===== src/rtl/debounce_bit.sv =====
// One switch bit: two-flop synchroniser, stability counter, debounced value
// and a sticky change flag that a clear pulse cannot override on the same edge.
module debounce_bit #(
  parameter int STABLE_CYCLES = 50000,
  parameter int CNT_W         = $clog2(STABLE_CYCLES + 1)
) (
  input  logic clock,
  input  logic reset_n,
  input  logic raw_i,
  input  logic clear_i,
  output logic deb_o,
  output logic chg_o
);

  localparam logic [CNT_W-1:0] CNT_LAST = CNT_W'(STABLE_CYCLES - 1);

  logic             s1_q, s2_q;
  logic             deb_q, deb_d;
  logic             chg_q, chg_d;
  logic [CNT_W-1:0] cnt_q, cnt_d;

  always_ff @(posedge clock or negedge reset_n) begin
    if (!reset_n) begin
      s1_q  <= 1'b0;
      s2_q  <= 1'b0;
      deb_q <= 1'b0;
      chg_q <= 1'b0;
      cnt_q <= '0;
    end else begin
      s1_q  <= raw_i;
      s2_q  <= s1_q;
      deb_q <= deb_d;
      chg_q <= chg_d;
      cnt_q <= cnt_d;
    end
  end

  // Any sample agreeing with the debounced value restarts the stability window.
  always_comb begin
    deb_d = deb_q;
    cnt_d = cnt_q;
    chg_d = clear_i ? 1'b0 : chg_q;
    if (s2_q == deb_q) begin
      cnt_d = '0;
    end else if (cnt_q == CNT_LAST) begin
      deb_d = s2_q;
      cnt_d = '0;
      chg_d = 1'b1;
    end else begin
      cnt_d = cnt_q + CNT_W'(1);
    end
  end

  assign deb_o = deb_q;
  assign chg_o = chg_q;

endmodule


===== src/rtl/switch_debouncer.sv =====
// Synchronises and debounces the board slide switches for the memory-mapped
// switch read path, with sticky per-bit change flags for software polling.
module switch_debouncer #(
  parameter int WIDTH         = 16,
  parameter int STABLE_CYCLES = 50000,
  parameter int CNT_W         = $clog2(STABLE_CYCLES + 1)
) (
  input  logic             clock,
  input  logic             reset_n,
  input  logic [WIDTH-1:0] switches_raw,
  input  logic             clear_changes,
  output logic [WIDTH-1:0] switches,
  output logic [WIDTH-1:0] changed,
  output logic             any_change
);

  for (genvar g = 0; g < WIDTH; g++) begin : g_bit
    debounce_bit #(
      .STABLE_CYCLES (STABLE_CYCLES),
      .CNT_W         (CNT_W)
    ) u_bit (
      .clock   (clock),
      .reset_n (reset_n),
      .raw_i   (switches_raw[g]),
      .clear_i (clear_changes),
      .deb_o   (switches[g]),
      .chg_o   (changed[g])
    );
  end

  assign any_change = |changed;

endmodule


===== config.mk =====
export PLATFORM = sky130hd
export DESIGN_NAME = switch_debouncer
export DESIGN_NICKNAME = d
export VERILOG_FILES = /design/src/rtl/debounce_bit.sv /design/src/rtl/switch_debouncer.sv
export SDC_FILE = /design/constraint.sdc
export NUM_CORES = 1
export LEC_CHECK = 0
export CAP_MARGIN = 20
export CORE_MARGIN = 3
export CORE_UTILIZATION = 55
export CTS_CLUSTER_SIZE = 20
export DETAILED_ROUTE_END_ITERATION = 10
export GPL_ROUTABILITY_DRIVEN = 1
export GPL_TIMING_DRIVEN = 0
export PLACE_DENSITY = 0.84
export RECOVER_POWER = 25
export SLEW_MARGIN = 20
export SYNTH_ARGS = -nofsm -noshare
export SYNTH_HDL_FRONTEND = slang
export SYNTH_SLANG_ARGS = --single-unit

===== constraint.sdc =====
create_clock -name clock -period 1.7 [get_ports clock]
set_input_delay 0.425 -clock clock [delete_from_list [all_inputs] [get_ports clock]]
set_output_delay 0.425 -clock clock [all_outputs]
set_load 0.005 [all_outputs]

* Word-level counts from Yosys, hierarchy flattened
Cells that the tools add are included.
W data, S select, Z words.
** Cells by class
- Add/subtract/negate cells :: 16
- Muxes and demuxes :: 80
- Equality and inequality tests :: 32
- Reductions and logical operators :: 17
- Bitwise gates (word level) :: 16
** Operator list (count)
- $mux W16 :: 32
- $add A16 B1 Y16 const B :: 16
- $eq A16 B16 Y1 const B :: 16
- $mux W1 :: 48
- $reduce_and A2 Y1 :: 16
- $eq A1 B1 Y1 :: 16
- $not A1 Y1 :: 16
- $reduce_or A16 Y1 :: 1
** Storage, ports and cells
- Output and inout port bits :: 33
- Register bits after elaboration :: 320

* Depth between registers and ports, before layout
Gate-level depths: netlist (run 1).
- Depth in word-level cells :: 3
- Gate-level depth with buffers :: 7
- Mapped depth without buffers :: 5

* By module
From an unflattened synthesis (run 1), not the netlist that was laid out.
** Unflattened totals
- Cell total of the unflattened synthesis :: 1429
- Area total of the unflattened synthesis :: 15225.9 um^2
** By module, submodules not included
- debounce_bit :: times used 16, area an instance 949.7 um^2, cells each 89, sequential area each 500.5 um^2
- switch_debouncer :: times used 1, area an instance 31.3 um^2, cells each 5, sequential area each 0.0 um^2

* Worst setup path after synthesis (run 1)
OpenSTA, ideal clock, no wires.
- Path type :: register to register
- Start :: register g_bit[0].u_bit.cnt_q[12]
- End :: register g_bit[0].u_bit.deb_q
- Period minus slack after synthesis :: 1776 ps
- Arrival :: 1651 ps
- Required time :: 1575 ps
- Library setup time :: 125 ps
- Setup slack :: -76 ps
- Cell stages (with the launch flop) :: 5
- Path through :: dfrtp_1 nor4_2 nand3_2 or4_4 mux2_4
** On the way
- Cells in the longest elaborated chain, start to end :: 2
** RTL lines
- start, declared :: RTL line debounce_bit.sv:20 : logic [CNT_W-1:0] cnt_q, cnt_d;
- start signal, assigned :: RTL line debounce_bit.sv:34 : cnt_q <= cnt_d;
- $eq A16 B16 Y1 :: RTL line debounce_bit.sv:45 : end else if (cnt_q == CNT_LAST) begin
- $reduce_and A2 Y1 (no source line)
- end signal, assigned :: RTL line debounce_bit.sv:26 : deb_q <= 1'b0;
- end signal, assigned :: RTL line debounce_bit.sv:32 : deb_q <= deb_d;
- end, declared :: RTL line debounce_bit.sv:18 : logic deb_q, deb_d;
No other way between the ends.
A chain may end at the register's enable or synchronous reset.

* Final worst setup path (run 1)
- Start :: register g_bit[7].u_bit.chg_q
- End :: output any_change
** On the way
- Cells in the longest elaborated chain, start to end :: 1
** RTL lines
- start, declared :: RTL line debounce_bit.sv:19 : logic chg_q, chg_d;
- start signal, assigned :: RTL line debounce_bit.sv:33 : chg_q <= chg_d;
- $reduce_or A16 Y1 :: RTL line switch_debouncer.sv:31 : assign any_change = |changed;
- end, declared :: RTL line switch_debouncer.sv:14 : output logic any_change
No other way between the ends.

==> run metrics, run 1 <==
ratio of routed vias to standard cells=5.84; category of the worst setup path capture point=primary output; Post-Synthesis Cells=1458; critical path start-end classification=reg -> out; number of setup violations in the final report=26; global router's overall resource usage=23.0%; Synthesized Nets=1493; slowest stage delay, CP=420 ps; Die Footprint=29400 um^2; share of post-route cells with drive strength above 1=24.3%; arrival time worst endpoint=1740 ps; most area-consuming cells after synthesis=sky130_fd_sc_hd__dfrtp_1 (53%), sky130_fd_sc_hd__xnor2_1 (11%), sky130_fd_sc_hd__nor2_1 (6.9%); total number of clock tree sinks=320; Worst Hold Slack=-216 ps; combined area of the multi-input logic cells=7050 um^2; starting utilization of the core area=56.8%; distinct cell type count of the synthesized netlist=45; cts bufs inserted=34; top-area cell type share of the netlist area=53.2%; ANT cells=0; First-pass DRT Iterations=7; Final Critical Period=2160 ps; Area after DPL=16100 um^2; Worst Max-Slew Pin Slew=1000 ps; # placed instances=1848; number of hold violations in the final report=47; cell type with the highest aggregate area in the netlist=sky130_fd_sc_hd__dfrtp_1; Mapped Area=15100 um^2; Post-Layout Cell Count=2011; depth of the critical timing path with buffers and inverters included=3; FFs w/ async S/R, synth=100%; Max-Cap Viols=0; leakage power total=7.67 nW; final count of pins violating max slew=0; depth of the worst register-to-register path=4; num rows=59; DRC errors left=0; Total Nets Final=1690; required time worst endpoint=1270 ps; register clock-pin slew on the reported worst setup and hold paths=60 ps; class of the tightest hold or removal check=in -> async; DRC marker count from the first detailed-route iteration=957; Final Wtd Congestion=0.854; prevailing post-synth register cell=sky130_fd_sc_hd__dfrtp_1; most numerous cell in the Yosys netlist=sky130_fd_sc_hd__dfrtp_1; DP HPWL=19700 um; routed via count=11700; number of H-tree levels=2; antenna violation net count after detailed routing=0; pin count of the biggest net entering global routing=73; placement-stage worst setup slack=-607 ps; post-layout utilization of the core=71.0%; Worst setup startpoint=g_bit[7].u_bit.chg_o; final cell area excluding filler cells=18800 um^2; cell at the root of the clock tree=sky130_fd_sc_hd__clkbuf_16; initial antenna violation count=0; core box area=26500 um^2; cell chain of the critical path=nor4_4 -> nand4_1 -> buf_2; io pins=52; number of I/O port buffers=51; run status=finished, violations left; sum of routed wire length over all layers=35400 um; critical-path cell with the highest stage delay=sky130_fd_sc_hd__dfrtp_1; period utilization=127%; CP endpoint=any_change; post-route setup slack=-465 ps; maximum operating frequency=462 MHz; Setup Total Neg Slack=-1510 ps; sequential cell area=8060 um^2; number of flops mapped to enable cells by yosys=0; wire length of the first global-routing pass=56100 um; Max Root-Sink Buffers=3; IR drop worst, VDD=0.653 mV; unrepaired setup endpoints after global routing=yes; wire length per cell after detailed routing=17.6 um; Die Span Y=171 um; setup slack of the worst register-to-register path=-110 ps; startpoint types=register; worst clock skew on the final layout=31.8 ps; FILL cells=1695; Die X=171 um; register bit count reported by yosys=320; total power density per cell area=890 nW/um^2; number of global-route vias before repair=11700; Worst path top cell family by delay=simple AND/OR/NAND/NOR gates; Area growth, synth to finish=25.0%; top post-synthesis cells by count=sky130_fd_sc_hd__dfrtp_1 (320), sky130_fd_sc_hd__nor2_1 (275), sky130_fd_sc_hd__xnor2_1 (192), sky130_fd_sc_hd__nand3_1 (86), sky130_fd_sc_hd__nand2_1 (71); tightest slew margin relative to the limit=33.3%; total gr overflow=0; end of the worst register-to-register path=g_bit[0].u_bit.deb_o; PnR Total Power=16.8 mW; Bufs and invs on worst path=1; crit path max fanout=2; warnings from Yosys=0; Worst-Skew Late Latency=530 ps; clock tree from TritonCTS=done; syn_area_per_cell=10.3 um^2; violations in the final reports=negative hold slack, negative setup slack; sequential-to-total area share from yosys stat=53.2%; launch point of the worst reg-to-reg path=g_bit[0].u_bit.cnt_q[12]
power breakdown:
part / total, mW / internal, mW / leakage, nW / switching [mW]
Sequential: 7.90 / 7.75 / 4.29 / 0.147
Clock: 8.19 / 5.18 / 0.601 / 3.02
Combinational: 0.659 / 0.265 / 2.78 / 0.394
Total: 16.8 / 13.2 / 7.67 / 3.56
worst min-delay path by stage:
stage,endpoint,slack (ps),depth (start not counted)
after floorplan,g_bit[0].u_bit.chg_o,130,0
after global placement,g_bit[5].u_bit.s2_q,330,0
after detailed placement,g_bit[13].u_bit.s2_q,330,0
after CTS,g_bit[9].u_bit.cnt_q[12],-180,1
after global routing,g_bit[9].u_bit.cnt_q[12],-190,1
final,g_bit[9].u_bit.cnt_q[12],-220,1
area by class of cell:
type                            instances  share of cell area [%]
Timing Repair Buffer                  172                    7.97
Clock inverter                         12                    1.30
Clock buffer                           45                    5.29
Buffer                                 40                    1.82
Tap cell                              335                    2.23
Multi-Input combinational cell       1030                    37.5
Sequential cell                       320                    42.8
Inverter                               57                    1.14
cells by family after synthesis:
family | share of synthesized area (%)
xor+xnor | 14.1
compound gates | 2.29
mux | 1.30
fa+ha+maj | 1.33
buf+inv | 3.60
flops | 53.2
simple gates | 24.2
metal layers:
layer / up-vias / global-route usage [%] / wire length, um
met2: 408 / 39.1 / 17900
met4: 0 / 8.47 / 1300
met5: - / 0 / 0
met1: 5829 / 30.2 / 14300
li1: 5388 / - / -
met3: 110 / 3.26 / 1830
timing repair:
item,4_1_cts,5_1_grt
gates resized for setup,195,119
pin swaps,43,38
hold endpoints to repair,47,47
gates cloned,1,1
setup endpoints to repair,220,210
buffers inserted,77,41
placed cells by master (no fill, tap or decap), drive strengths merged, types with 2 or more instances in the layout:
cell and instances:
a21oi 11, and2 2, and3 28, buf 170, bufinv 7, clkbuf 57
clkdlybuf4s15 12, clkinv 2, clkinvlp 2, dfrtp 320, dlygate4sd3 16, ha 16
inv 58, mux2 16, nand2 72, nand2b 3, nand3 91, nand4 68
nand4bb 2, nor2 275, nor3 49, nor4 72, nor4b 9, nor4bb 19
o21ai 4, o22ai 14, o31ai 5, o41ai 6, or2 2, or3 7
or4 11, xnor2 192, xor2 50
worst reg2reg max path: stages, from the launching register on:
cell                      delay (ps)
sky130_fd_sc_hd__dfrtp_2         430
sky130_fd_sc_hd__nor4_4          300
sky130_fd_sc_hd__nand3_2         120
sky130_fd_sc_hd__or4_4           550
sky130_fd_sc_hd__mux2_4          310
state kept, by name (all words and copies together) (netlist names):
register and flops:
g_bit.u_bit.chg_o 16, g_bit.u_bit.cnt_q 256, g_bit.u_bit.deb_o 16, g_bit.u_bit.s1_q 16, g_bit.u_bit.s2_q 16
Power figures use the tool's default switching activity.
==> run 2: changes to the inputs <==
--- a/config.mk
+++ b/config.mk
@@ -12,6 +12,7 @@
 export DETAILED_ROUTE_END_ITERATION = 10
 export GPL_ROUTABILITY_DRIVEN = 1
 export GPL_TIMING_DRIVEN = 0
+export MAX_ROUTING_LAYER = met4
 export PLACE_DENSITY = 0.84
 export RECOVER_POWER = 25
 export SLEW_MARGIN = 20
==> run 2 against run 1 <==
  * The flow still finishes with violations (negative hold slack, negative setup slack)
  * Utilization rose by 0.11 points
  * Global-route usage is 0.67 points higher
  * First-iteration DRC count is 6.9% higher
  * Sequential share of layout area is 0.061 points lower
  * Non-clock buffer count rose by 2
  * Worst setup slack lost 16 ps
  * Combinational power is 2% higher
  * Sequential power is essentially flat
  * Flip-flop and latch count did not move
  * Clock power is essentially flat
  * Maximum frequency decreased by 0.72%
  * Largest cell class unchanged
  * Largest power group unchanged
==> run metrics, run 2 (same netlist as run 1, synthesis figures left out) <==
total gr overflow=0; number of global-route vias before repair=11700; IR drop worst, VDD=0.649 mV; Setup Total Neg Slack=-1710 ps; launch point of the worst reg-to-reg path=g_bit[2].u_bit.cnt_q[12]; Worst Max-Slew Pin Slew=996 ps; initial antenna violation count=0; core box area=26500 um^2; number of hold violations in the final report=47; ANT cells=0; unrepaired setup endpoints after global routing=yes; most frequent standard cell in the layout excluding fill and tap cells=sky130_fd_sc_hd__dfrtp_1; register clock-pin slew on the reported worst setup and hold paths=60 ps; most frequent cells in the layout=sky130_fd_sc_hd__dfrtp_1 (280), sky130_fd_sc_hd__nor2_1 (251), sky130_fd_sc_hd__xnor2_1 (192); number of setup violations in the final report=31; Die Span Y=171 um; Max Root-Sink Buffers=3; maximum operating frequency=459 MHz; routed via count=11800; period utilization=128%; wire length of the first global-routing pass=56100 um; DRC marker count from the first detailed-route iteration=1023; crit path max fanout=2; Worst-Skew Late Latency=530 ps; post-route setup slack=-481 ps; Max-Cap Viols=0; ratio of routed vias to standard cells=5.86; final count of pins violating max slew=0; share of post-route cells with drive strength above 1=24.4%; violations in the final reports=negative hold slack, negative setup slack; cell at the root of the clock tree=sky130_fd_sc_hd__clkbuf_16; Die Footprint=29400 um^2; total power density per cell area=889 nW/um^2; Worst Hold Slack=-225 ps; DP HPWL=19700 um; arrival time worst endpoint=1760 ps; io pins=52; Total Nets Final=1692; Final Critical Period=2180 ps; Area after DPL=16100 um^2; FILL cells=1678; global router's overall resource usage=23.6%; required time worst endpoint=1270 ps; worst clock skew on the final layout=29.0 ps; starting utilization of the core area=56.8%; total number of clock tree sinks=320; class of the tightest hold or removal check=in -> async; depth of the worst register-to-register path=4; leakage power total=7.68 nW; tightest slew margin relative to the limit=33.6%; num rows=59; largest register by flop count=g_bit.u_bit.cnt_q; final cell area excluding filler cells=18900 um^2; run status=finished, violations left; category of the worst setup path capture point=primary output; number of I/O port buffers=51; Area growth, synth to finish=25.2%; flip-flop count of the largest register, all copies and words added=256; First-pass DRT Iterations=6; setup slack of the worst register-to-register path=-140 ps; critical path start-end classification=reg -> out; wire length per cell after detailed routing=17.8 um; cts bufs inserted=34; number of H-tree levels=2; DRC errors left=0; Die X=171 um; startpoint types=register; Final Wtd Congestion=0.868; pin count of the biggest net entering global routing=73; clock tree from TritonCTS=done; antenna violation net count after detailed routing=0; sum of routed wire length over all layers=35800 um; end of the worst register-to-register path=g_bit[2].u_bit.deb_o
-- run 2: cell types whose count changed in the layout (fill, tap and decap cells not counted), sizes merged --
cell | before | now
buf | 170 | 172
clkbuf | 57 | 56
clkdlybuf4s15 | 12 | 13
-- run 2: critical path: stages (launching register included) --
cell                      delay (ps)
sky130_fd_sc_hd__dfrtp_1         420
sky130_fd_sc_hd__nor4_4          390
sky130_fd_sc_hd__nand4_1         240
sky130_fd_sc_hd__buf_2           200
-- run 2: through the flow --
stage | util, % | power (mW) | std cells | setup WS [ps] | hold slack, ps
2_1_floorplan | - | 8.23 | 1458 | -76.1 | 129
3_3_place_gp | 60.3 | 8.52 | 1844 | -13210 | 333
3_5_place_dp | 60.7 | 8.57 | 1848 | -607 | 335
4_1_cts | 68.8 | 16.8 | 1977 | -451 | -184
5_1_grt | 71.1 | 17.3 | 2013 | -500 | -194
6_report | 71.1 | 16.8 | 2013 | -481 | -225
-- run 2: cell type report --
type | instances | area (um^2) | share of cell area (%)
Timing Repair Buffer | 174 | 1520 | 8.08
Clock buffer | 45 | 996 | 5.28
Clock inverter | 12 | 244 | 1.29
Multi-Input combinational cell | 1030 | 7060 | 37.4
Tap cell | 335 | 419 | 2.22
Sequential cell | 320 | 8060 | 42.7
Buffer | 40 | 343 | 1.82
Inverter | 57 | 214 | 1.13
-- run 2: what timing repair did --
action / in CTS / in global routing
gates resized for setup: 195 / 121
pin swaps: 43 / 41
buffers inserted: 77 / 43
endpoints found under the setup margin: 220 / 209
endpoints found under the hold margin: 47 / 47
cloned: 1 / 1
-- run 2: per-layer routing --
layer	share of wire, %	vias up	routed length, um	GRT usage, %
met4	3.9	0	1410	8.40
met5	0	-	0	-
met3	5.0	118	1790	3.08
met2	51	423	18100	39.2
li1	-	5405	-	-
met1	40	5846	14500	30.1
-- run 2: worst max path at each step --
stage	startpoint	slack, ps	endpoint	cells after the start
after detailed placement	g_bit[2].u_bit.chg_o	-610	any_change	3
after global placement	reset_n	-13210	g_bit[5].u_bit.cnt_q[11]	1
after CTS	g_bit[7].u_bit.chg_o	-450	any_change	3
final	g_bit[7].u_bit.chg_o	-480	any_change	3
after global routing	g_bit[10].u_bit.chg_o	-500	any_change	3
after floorplan	g_bit[0].u_bit.cnt_q[12]	-80	g_bit[0].u_bit.deb_o	4
-- run 2: power breakdown --
part           internal [mW]  switching, mW  total [mW]
registers               7.75          0.148        7.90
logic                  0.269          0.400       0.669
clock network           5.18           3.02        8.20
==> patch 1: new RTL, settings of run 1 <==
Register the output `changed`; this adds one clock of latency there. The other outputs are not delayed to match.
--- a/src/rtl/switch_debouncer.sv
+++ b/src/rtl/switch_debouncer.sv
@@ -16,2 +16,4 @@
 
+  logic [WIDTH-1:0] changed_d;
+
   for (genvar g = 0; g < WIDTH; g++) begin : g_bit
@@ -26,3 +28,3 @@
       .deb_o   (switches[g]),
-      .chg_o   (changed[g])
+      .chg_o   (changed_d[g])
     );
@@ -30,3 +32,7 @@
 
-  assign any_change = |changed;
+  assign any_change = |changed_d;
+
+  always_ff @(posedge clock) begin
+      changed <= changed_d;
+  end
 
Behaviour: same outputs for any inputs over 10 cycles, from zero or initial values and one cycle with reset_n low; that may be too few to reach the edited logic, so the function may still have changed.
==> patch 1 against run 1 <==
- routed wire length decreased by 5.0%
- the run still ends with hold timing, setup timing left
- clock power down 3.1%
- core utilization shrank 1.8 points
- final cell count grew 2.0%
- worst setup slack improved by 0.089 ns
- total power up 0.76%
- sequential cell count up 16
- synthesized area grew 1.3%
- register-to-register slack got worse by 0.02 ns
- first-iteration DRC count fell by 6.2%
- largest cell class unchanged
- cell area shrank 0.36%
==> patch 1: results (changes against run 1) <==
- Status: finished with violations
- Violated checks: hold timing, setup timing
- Fraction of registers with async set or reset after synthesis: 95.24% (-4.8 points)
- Post-CTS sizing: 118 (-39%)
- Flop-to-flop setup slack: -0.13 ns (-0.02 ns)
- Placed Cells: 1884 (+1.9%)
- Vias per cell: 5.665 (-2.9%)
- Seq/Total Area, Yosys: 54.59% (+1.4 points)
- Switching pwr: 3.648 mW (+2.5%)
- Flop pwr share: 49.0% (+1.9 points)
- Register area: 8358 sq um (+3.7%)
- Slew at the pin closest to its max-slew limit: 1.167 ns (+0.1670 ns)
- CTS Buffer Depth: 3 (unchanged)
- Yosys warning count: 0 (unchanged)
- Cells after Synth: 1458 (unchanged)
- Top cells by area, synth: dfrtp_1 52%, xnor2_1 11%, nor2_1 6.8%
- Adder-cell share of the synthesized area: 1.312% (-0.017 points)
- Layout clock area frac: 6.464% (-0.12 points)
- TritonCTS buffer count: 36 (+5.9%)
- Clk_skew: 0.01250 ns (-0.01934 ns)
- Worst-path maximum fanout: 3 (+1)
- Clock group share of total power: 47.1% (-1.8 points)
- Final non-clock buffer share: 8.439% (-1.4 points)
- HPWL after DPL: 19710 um (-0.11%)
- Hold Fails Final Rpt: 66 (+40%)
- Switching part of the total: 21.62% (+0.37 points)
- DR WL/cell: 16.40 um (-6.9%)
- Final Setup Violations: 27 (+3.8%)
- Compound-Gate Fraction of Synth Area: 2.256% (-0.030 points)
- Proportion of layout cells with a drive suffix above 1: 20.19% (-4.1 points)
- Vias in the first global route: 11250 (-3.8%)
- Reg2Reg Capture Point: g_bit[0].u_bit.deb_o
- Fraction of area in multi-input gates: 36.91% (-0.55 points)
- Post-CTS Setup Bufs: 60 (-22%)
- Buffers outside the clock class: 192 (-9.4%)
- First-pass DRT Iterations: 5 (-2)
- First-pass GRT wire length: 53290 um (-5.0%)
- Mux contribution to synthesized area: 1.280% (-0.017 points)
- Reg-to-reg startpoint: g_bit[0].u_bit.cnt_q[4]
- Pin count of the biggest net entering global routing: 94 (+29%)
- Fin cells: 2051 (+2.0%)
- Hold slack: -0.1745 ns (+0.04166 ns)
- Reg2reg path depth: 4 (unchanged)
- Xor/xnor share of the synthesized area: 13.89% (-0.18 points)
- Routability-driven placement congestion ratio: 0.8557 (+0.21%)
- Drt initial violations: 898 (-6.2%)
- Worst setup margin: -0.3754 ns (+0.08940 ns)
- Crit path to: any_change
- Total GRT Usage: 20.92% (-2.0 points)
- NumNets Final: 1688 (-0.12%)
- Max IR drop VDD: 835.2 uV (+28%)
- Synth unique cells: 46 (+2.2%)
- Port Buffers: 51 (unchanged)
- H-Tree Depth: 2 (unchanged)
- Logic inverters: 57 (unchanged)
- #FFs+latches synth: 336 (+5.0%)
- Critical Path AT: 1.65 ns (-0.09 ns)
- Total leakage power: 7.720 nW (+0.63%)
- Clock buffers: 51 (+13%)
- Fill cells: 1812 (+6.9%)
## patch 1: cell types whose count changed after synthesis, sizes merged
cell   delta
buf      -16
dfxtp    +16
## patch 1: metal layers
| metal | global-route usage, % | routed length [um] | up-vias |
|---|---|---|---|
| met4 | 6.894 | 847 | 0 |
| met5 | 0 | 0 | - |
| li1 | - | - | 5406 |
| met3 | 3.843 | 1757 | 79 |
| met2 | 35.23 | 16860 | 346 |
| met1 | 27.64 | 14170 | 5788 |
## patch 1: stage by stage
stage                     instance area, sq um  hold slack [ns]   TNS, ns  setup WS [ns]
after floorplan                          15250           0.1294   -0.3479       -0.07606
after global placement                   16230           0.3342  -4230.95         -13.14
after detailed placement                 16320           0.3347    -42.16        -0.5367
after CTS                                18140          -0.1425   -0.7451        -0.3679
after global routing                     18760          -0.1449    -31.97        -0.4260
final                                    18760          -0.1745    -2.059        -0.3754
==> patch 2: new RTL, settings of run 1 <==
Made on the original files. The parameter `WIDTH` goes from 16 to 12.
--- a/src/rtl/switch_debouncer.sv
+++ b/src/rtl/switch_debouncer.sv
@@ -3,3 +3,3 @@
 module switch_debouncer #(
-  parameter int WIDTH         = 16,
+  parameter int WIDTH         = 12,
   parameter int STABLE_CYCLES = 50000,
Interface: changed (resized changed, switches and switches_raw); port bits go from 52 to 40. No check against the original RTL was run, so the function may have changed too.
==> patch 2 against run 1 <==
- the flow finishes with violations (setup timing)
- routed wire length shrank 22%
- critical path depth is the same
- sequential share of layout area shrank 0.40 points
- cell area shrank 24%
- global-route usage shrank 1.5 points
- die area shrank 24%
- worst setup slack gained 0.050 ns
- total power shrank 28%
- synthesized area shrank 25%
- sequential cell count shrank 80
- largest power group is now sequential cells
==> patch 2: results (changes against run 1) <==
- Status: finished with violations
- Violated checks: setup timing
- Root Buffer: clkbuf_16
- Port Buffers: 39 (-24%)
- Worst-path maximum fanout: 2 (unchanged)
- Seq/Total Area, Yosys: 53.12% (-0.071 points)
- Worst-path clk slew: 0.06 ns (about the same)
- Max IR drop VDD: 860.9 uV (+32%)
- Drt initial violations: 685 (-28%)
- Synth unique cells: 43 (-4.4%)
- Flop-to-flop setup slack: -0.17 ns (-0.06 ns)
- GR Layer Usage met3: 4.710% (+1.4 points)
- Delay-heaviest family, CP: simple AND/OR/NAND/NOR gates
- Mean Syn Cell Area: 10.28 sq um (-0.46%)
- Routability-driven placement congestion ratio: 0.8399 (-1.6%)
- Total GRT Usage: 21.45% (-1.5 points)
- WL final: 27460 um (-22%)
- Top cells by area, synth: dfrtp_1 53%, xnor2_1 11%, nor2_1 7.0%
- HPWL after DPL: 14280 um (-28%)
- CTS Buffer Depth: 3 (unchanged)
- NumNets Final: 1284 (-24%)
- Vias per cell: 5.812 (-0.39%)
- Slowest CP cell: nor4_4
- Slew at the pin closest to its max-slew limit: 0.8818 ns (-0.1183 ns)
- Fraction of registers with async set or reset after synthesis: 100.0% (unchanged)
- Vias: 8922 (-24%)
- Initial antenna violation count: 0 (unchanged)
- Max FFs per register: 192 (-25%)
- # diodes: 0 (unchanged)
- Clock latency on the worst-skew pair: 0.53 ns (about the same)
- Reg with most FFs: g_bit.u_bit.cnt_q
- First-pass DRT Iterations: 5 (-2)
- Synth top cells by count: 240 x dfrtp_1, 212 x nor2_1, 144 x xnor2_1, 66 x nand3_1, 53 x nor4_1
- Placed Cells: 1406 (-24%)
- Yosys warning count: 0 (unchanged)
- Net Count, Synth: 1127 (-25%)
- H-Tree Depth: 1 (-1)
- Worst setup margin: -0.4152 ns (+0.04967 ns)
- TritonCTS buffer count: 25 (-26%)
- Total leakage power: 5.763 nW (-25%)
- Critical Path AT: 1.69 ns (-0.05 ns)
- Fill cells: 1235 (-27%)
- Clk_skew: 0.01043 ns (-0.02140 ns)
- Proportion of layout cells with a drive suffix above 1: 25.67% (+1.4 points)
- Vias in the first global route: 8379 (-28%)
- Pin count of the biggest net entering global routing: 95 (+30%)
- Hold Crit Class: reg -> reg
- Final Setup Violations: 67 (+160%)
- First-pass GRT wire length: 39880 um (-29%)
- Met1 Track Usage GR: 29.05% (-1.1 points)
- Largest stage delay on the critical path: 0.45 ns (+0.03 ns)
- Global routing usage on met2: 34.95% (-4.1 points)
[patch 2: cell count changes after synthesis, moves of 11 or more]
cell	run 1	this run
dfrtp_1	320	240
inv_1	57	43
nand2_1	71	50
nand3_1	86	66
nand4_1	68	49
nor2_1	275	212
nor3_1	49	35
nor4_1	68	53
xnor2_1	192	144
xor2_1	50	39
[patch 2: kinds of logic (layout without fill, tap and decap cells)]
group	after synthesis	after routing	share of synthesized area, %
compound gates	28	28	2.047
xor+xnor	183	183	14.18
fa+ha+maj	12	12	1.328
buf+inv	86	256	3.741
flops	240	240	53.12
mux	13	13	1.394
simple gates	538	538	24.19
[patch 2: metrics by stage]
step                hold WS [ns]  TNS (ns)  cell area, sq um  setup WS (ns)
floorplan                 0.1294   -0.2286             11310       -0.07606
global placement          0.3337  -2339.31             12030         -9.647
detailed placement        0.3371    -33.76             12090        -0.5372
CTS                       0.3280    -1.396             13500        -0.3801
global route              0.3517    -10.87             14240        -0.5021
finish                    0.3479    -5.545             14240        -0.4152
[patch 2: path summary, 6_finish.rpt]
check                                         start                  endpoint  depth (start not counted)
max                            g_bit[6].u_bit.chg_o                any_change                          3
min                            g_bit[10].u_bit.s1_q      g_bit[10].u_bit.s2_q                          0
max reg2reg                g_bit[4].u_bit.cnt_q[11]      g_bit[4].u_bit.deb_o                          3
min reg2reg                    g_bit[10].u_bit.s1_q      g_bit[10].u_bit.s2_q                          0
max in group asynchronous                   reset_n   g_bit[7].u_bit.cnt_q[5]                          3
min in group asynchronous                   reset_n  g_bit[3].u_bit.cnt_q[12]                          2
[patch 2: worst register-to-register path: stages (launching register included)]
cell     delay, ns
dfrtp_1       0.41
or3_4         0.44
or4_4         0.59
mux2_4        0.32
[patch 2: layout make-up]
class	count	area share, %
inverters	43	1.134
plain buffers	33	1.872
flip-flops and latches	240	42.40
clock inverters	8	1.028
clock buffers	32	4.720
well taps	265	2.329
multi-input cells	774	37.84
repair buffers	140	8.683
[patch 2: routing by layer]
| layer | vias to the layer above | routed length [um] | part of all wire, % |
|---|---|---|---|
| li1 | 4093 | - | - |
| met3 | 106 | 1626 | 5.9 |
| met1 | 4389 | 10900 | 40 |
| met5 | - | 0 | 0 |
| met2 | 334 | 13750 | 50 |
| met4 | 0 | 1183 | 4.3 |
[patch 2: repair_timing]
action / in CTS / in global routing
resized for setup: 130 / 150
hold buffers: 1 / 0
setup buffers: 50 / 51
cloned: 0 / 4
endpoints found under the setup margin: 167 / 164
pin swaps: 24 / 60
hold endpoints to repair: 92 / 0
[patch 2: power breakdown]
part | internal (mW) | switching (mW)
logic | 0.214 | 0.319
clock network | 3.37 | 2.21
registers | 5.81 | 0.109
